[config.mk]
export PLATFORM = sky130hd
export DESIGN_NAME = fetch_sequencer
export DESIGN_NICKNAME = d
export VERILOG_FILES = /design/src/rtl/tinymips_pkg.sv /design/src/rtl/byte_lane_reg.sv /design/src/rtl/fetch_sequencer.sv
export SDC_FILE = /design/constraint.sdc
export NUM_CORES = 1
export LEC_CHECK = 0
export ABC_AREA = 1
export CORE_AREA = 2 2 67 69
export CTS_CLUSTER_SIZE = 8
export DETAILED_ROUTE_END_ITERATION = 12
export DIE_AREA = 0 0 69 71
export MAX_ROUTING_LAYER = met4
export PLACE_DENSITY = 0.86
export SLEW_MARGIN = 10
export SYNTH_ARGS = -nofsm -noshare
export SYNTH_HDL_FRONTEND = slang
export SYNTH_SLANG_ARGS = --single-unit
export TNS_END_PERCENT = 100
[constraint.sdc]
create_clock -name clk -period 3 [get_ports clk]
set_clock_uncertainty 0.05 [all_clocks]
set_input_delay 0.6 -clock clk [delete_from_list [all_inputs] [get_ports clk]]
set_output_delay 0.6 -clock clk [all_outputs]
set_load 0.01 [all_outputs]
[src/rtl/tinymips_pkg.sv]
// Shared types and default widths for the TinyMIPS instruction fetch path.
// Holds the sequencer state encoding and the lanes-per-instruction helper.
package tinymips_pkg;

    localparam int DATA_W_DEF  = 8;
    localparam int INSTR_W_DEF = 32;
    localparam int ADDR_W_DEF  = 8;

    typedef enum logic [1:0] {
        ST_IDLE  = 2'd0,
        ST_FETCH = 2'd1,
        ST_DONE  = 2'd2
    } fetch_state_e;

    function automatic int lanes_per_instr(input int instr_w, input int data_w);
        return instr_w / data_w;
    endfunction

endpackage

[src/rtl/byte_lane_reg.sv]
// One DATA_W-wide lane of the instruction register; loads on en_i, holds otherwise.
// Single-cycle write latency, no backpressure (the caller decides when to enable).
module byte_lane_reg #(
    parameter int DATA_W = 8
) (
    input  logic              clk,
    input  logic              rst,
    input  logic              en_i,
    input  logic [DATA_W-1:0] d_i,
    output logic [DATA_W-1:0] q_o
);

    logic [DATA_W-1:0] lane_q;

    always_ff @(posedge clk or posedge rst) begin
        if (rst) begin
            lane_q <= '0;
        end else if (en_i) begin
            lane_q <= d_i;
        end
    end

    assign q_o = lane_q;

endmodule

[src/rtl/fetch_sequencer.sv]
// Fetches one INSTR_W instruction as BYTES little-endian DATA_W transfers; BYTES cycles minimum.
// Memory stalls via mem_valid; a held instruction waits in DONE until instr_ack.
module fetch_sequencer
    import tinymips_pkg::*;
#(
    parameter int                DATA_W   = DATA_W_DEF,
    parameter int                INSTR_W  = INSTR_W_DEF,
    parameter int                ADDR_W   = ADDR_W_DEF,
    parameter logic [ADDR_W-1:0] RESET_PC = '0
) (
    input  logic               clk,
    input  logic               reset,
    input  logic               fetch_en,
    input  logic [DATA_W-1:0]  memdata,
    input  logic               mem_valid,
    output logic               mem_req,
    output logic [ADDR_W-1:0]  adr,
    output logic [INSTR_W-1:0] instr,
    output logic               instr_valid,
    input  logic               instr_ack,
    input  logic               redirect,
    input  logic [ADDR_W-1:0]  redirect_pc,
    output logic               busy
);

    localparam int               BYTES    = lanes_per_instr(INSTR_W, DATA_W);
    localparam int               CNT_W    = (BYTES > 1) ? $clog2(BYTES) : 1;
    localparam logic [CNT_W-1:0] CNT_LAST = CNT_W'(BYTES - 1);

    if (INSTR_W % DATA_W != 0) begin : g_bad_width
        $error("fetch_sequencer: INSTR_W must be a multiple of DATA_W");
    end

    fetch_state_e      state_q, state_d;
    logic [ADDR_W-1:0] pc_q, pc_d;
    logic [CNT_W-1:0]  cnt_q, cnt_d;
    logic              byte_acc;

    always_comb begin
        state_d  = state_q;
        pc_d     = pc_q;
        cnt_d    = cnt_q;
        byte_acc = 1'b0;
        if (redirect) begin
            // Redirect wins over everything: an in-flight byte or a held instruction is dropped.
            pc_d    = redirect_pc;
            cnt_d   = '0;
            state_d = fetch_en ? ST_FETCH : ST_IDLE;
        end else begin
            unique case (state_q)
                ST_IDLE: begin
                    if (fetch_en) begin
                        state_d = ST_FETCH;
                    end
                end
                ST_FETCH: begin
                    if (mem_valid) begin
                        byte_acc = 1'b1;
                        pc_d     = pc_q + 1'b1;
                        if (cnt_q == CNT_LAST) begin
                            cnt_d   = '0;
                            state_d = ST_DONE;
                        end else begin
                            cnt_d = cnt_q + 1'b1;
                        end
                    end
                end
                ST_DONE: begin
                    if (instr_ack) begin
                        state_d = fetch_en ? ST_FETCH : ST_IDLE;
                    end
                end
                default: state_d = ST_IDLE;
            endcase
        end
    end

    always_ff @(posedge clk or posedge reset) begin
        if (reset) begin
            state_q <= ST_IDLE;
            pc_q    <= RESET_PC;
            cnt_q   <= '0;
        end else begin
            state_q <= state_d;
            pc_q    <= pc_d;
            cnt_q   <= cnt_d;
        end
    end

    // Unwritten lanes keep the previous instruction's bytes until overwritten.
    for (genvar i = 0; i < BYTES; i++) begin : g_lane
        logic lane_en;
        assign lane_en = byte_acc && (cnt_q == CNT_W'(i));
        byte_lane_reg #(.DATA_W(DATA_W)) u_lane (
            .clk  (clk),
            .rst  (reset),
            .en_i (lane_en),
            .d_i  (memdata),
            .q_o  (instr[i*DATA_W +: DATA_W])
        );
    end

    assign mem_req     = (state_q == ST_FETCH);
    assign instr_valid = (state_q == ST_DONE);
    assign busy        = (state_q != ST_IDLE);
    assign adr         = pc_q;

endmodule
==> flow_metrics.tcl <==
set metrics [dict create \
    synthAdderAreaFrac_pct 3.13 \
    critPathSlowestCell "clkdlybuf4s50_1" \
    start_kind "input port" \
    slowest_delay_ns 0.60 \
    crit_path_end_kind "flip-flop" \
    status "finished clean" \
    maxCapViolCount 0 \
    total_leakage_power_nw 1.30 \
    port_buffers 64 \
    grt_pass1_wl_microns 7730 \
    crit_arrival_ns 2.23 \
    cellPowerDensity_nw_per_um2 708 \
    worst_pin_slew_ns 0.810 \
    synth-compound-area-share_pct 13.0 \
    path_class "input port to flip-flop" \
    r2r-end "g_lane[3].u_lane.q_o[0]" \
    cts.repair.resized 0 \
    r2r-start "state_q[1]" \
    cts-root-buf "clkbuf_8" \
    syn_nets 245 \
    drtAntennaViolNets 0 \
    slew_viol_final 0 \
    netlist_area_sq_um 2000 \
    io_pins 65 \
    nFillCells 361 \
    critical-path-top-delay-family "buffers and inverters" \
    diodes 0 \
    seq_power_share_pct 44.5 \
    post-route-min-period_ns 2.11 \
    core_area_sq_um 4200 \
    antenna_found_initial 0 \
    start_util_pct 47.5 \
    final_nets 311 \
    fmax_ghz 0.474 \
    clock_latency_ns 0.29 \
    worstHoldEndpoint "g_lane[0].u_lane.q_o[4]" \
    fin_hold_ws_ns 0.437 \
    rows 24 \
    cts_made_buffers 5 \
    wl_microns 4550 \
    swShare_pct 31.3 \
    min_from "g_lane[0].u_lane.q_o[4]" \
    ff2ff_setup_slack_ns 1.40 \
    holdPathStages 2 \
    synth-seq-cells 44 \
    dieWidth_microns 69 \
    synthDistinctLibCells 22 \
    cts_sinks 44 \
    synthCells 218 \
    pwr-share-comb_pct 35.8 \
    internal-power_mw 1.33 \
    synth-edff-count 0 \
    rsz0062_at_grt "no" \
    die_area_sq_um 4900 \
    slew_headroom_pct 45.6 \
    synth_ff_type "dfrtp_1" \
    cts_hold_buffers 0 \
    syn_area_per_cell_sq_um 9.16 \
    grt_use_total_pct 20.2 \
    synth-simple-area-share_pct 20.2 \
    crit_required_ns 3.12 \
    dp_hpwl_microns 3340 \
    gp_congestion 0.727 \
    clock_path_buffers 2 \
    clockPowerShare_pct 19.7 \
    via_per_inst 4.99 \
    drt_iter0_drc 101 \
    synth_xor_area_share_pct 0.877 \
    drc 0 \
    vias 1681 \
    yosys_warnings 0 \
    htree_levels 2 \
    cts_setup_buffers 0 \
    period_share_pct 70.4 \
    ir_worst_vdd_mv 0.420 \
    grt_overflow 0 \
    cp_max_fo 17 \
    critPathBufInv 3 \
    crit_path_frequent_cell "nand2_2" \
    min_path_type "flip-flop to flip-flop" \
    die_h_microns 71 \
    synth_mux_area_share_pct 0 \
    hold_viol 0 \
    async_flop_share_pct 100 \
    synth_top_family_by_area "simple AND/OR/NAND/NOR gates" \
    drive_gt1_share_pct 8.42 \
    syn2layout_area_growth_pct 37.1 \
    cts_tree "built" \
    synth-seq-area-share_pct 55.1 \
    grt_start_max_net_pins 24 \
    setup_tns_ns 0 \
    setup_violations 0 \
    rr_worst_depth 8 \
    clk_pin_slew_ns 0.08 \
    wire_per_inst_microns 13.5 \
    path_cells "clkdlybuf4s50_1, inv_1, nand2_2, inv_2, nand2_2, nand2_1, o21ai_0" \
    p_sw_uw 607 \
    grt_pass1_vias 1654 \
    firstDrtPassIters 4 \
]
## worst max path at each step
stage,from,depth (start not counted),slack (ns),endpoint
2_1_floorplan,reset,1,1.32,adr[0]
3_3_place_gp,redirect,7,0.69,g_lane[3].u_lane.q_o[1]
3_5_place_dp,redirect,7,0.59,g_lane[3].u_lane.q_o[0]
4_1_cts,redirect,7,0.90,g_lane[3].u_lane.q_o[0]
5_1_grt,redirect,6,0.74,g_lane[3].u_lane.q_o[7]
6_report,redirect,7,0.89,g_lane[3].u_lane.q_o[0]
## cells in the mapped netlist, types with 2 or more instances
library cell	instances	area share (%)
nand2_1	66	12
dfrtp_1	44	55
inv_1	23	4.3
o21ai_1	18	4.5
o21ai_0	14	3.5
nand3_1	12	3.0
o21ai_2	8	3.5
nor2_1	6	1.1
ha_1	5	3.1
buf_6	3	1.7
nand2_2	3	0.94
nand2_4	3	1.7
o211ai_1	2	0.75
o21bai_1	2	0.75
xnor2_1	2	0.88
## cells by family after synthesis
group,count (synthesis)
fa+ha+maj,5
compound gates,44
buf+inv,30
simple gates,93
xor+xnor,2
flops,44
## per-layer routing
metal  vias to the layer above  wire, microns  track usage [%]
met3                         4            375             7.12
met1                       785           1880             24.4
met2                        67           2260             32.7
li1                        825              -                -
met5                         -              0                -
met4                         0             41             4.58
## power groups by stage
stage,Sequential (mW),Combinational [mW],Clock [mW]
finish,0.862,0.694,0.383
global route,0.881,0.757,0.409
CTS,0.862,0.704,0.388
detailed placement,0.867,0.702,0
global placement,0.864,0.682,0
floorplan,0.927,0.237,0
## through the flow
stage / area, sq um / utilization [%] / worst slack (ns) / std cells / power (mW)
2_1_floorplan: 2000 / - / 1.32 / 218 / 1.16
3_5_place_dp: 2650 / 63.0 / 0.585 / 329 / 1.57
4_1_cts: 2740 / 65.1 / 0.896 / 337 / 1.95
3_3_place_gp: 2650 / 63.0 / 0.689 / 329 / 1.55
5_1_grt: 2740 / 65.1 / 0.740 / 337 / 2.05
6_report: 2740 / 65.1 / 0.888 / 337 / 1.94
## registers in the layout, indices dropped and copies added (netlist names)
name	count
cnt_q	2
g_lane.u_lane.q_o	32
adr	8
state_q	2
## layout make-up
cell class | instances | area, sq um | share of cell area (%)
sequential | 44 | 1100 | 40.2
timing repair buffer | 65 | 648 | 23.7
clock buffer | 8 | 90.1 | 3.29
multi-input combinational | 144 | 743 | 27.1
tap | 52 | 65.1 | 2.38
inverter | 24 | 90.1 | 3.29
## cell usage in the layout, fill, tap and decap left out
cell,n
inv_1,22
o21bai_1,2
inv_2,1
dfrtp_1,44
nand3_1,12
o21ai_1,18
buf_4,1
nand2_1,66
nand3b_1,1
nand2_4,3
clkinv_1,1
clkbuf_1,2
o211ai_1,2
o21ai_2,8
nor2_1,6
or2_2,1
clkbuf_8,6
nor2_2,1
ha_1,5
nand2_2,3
clkdlybuf4s50_1,64
o21ai_0,14
xnor2_1,2
## worst min-delay path, cell delays in order (launching register included)
cell	delay, ns
dfrtp_1	0.35
nand2_1	0.06
o21ai_2	0.05
Power figures use the tool's default switching activity.
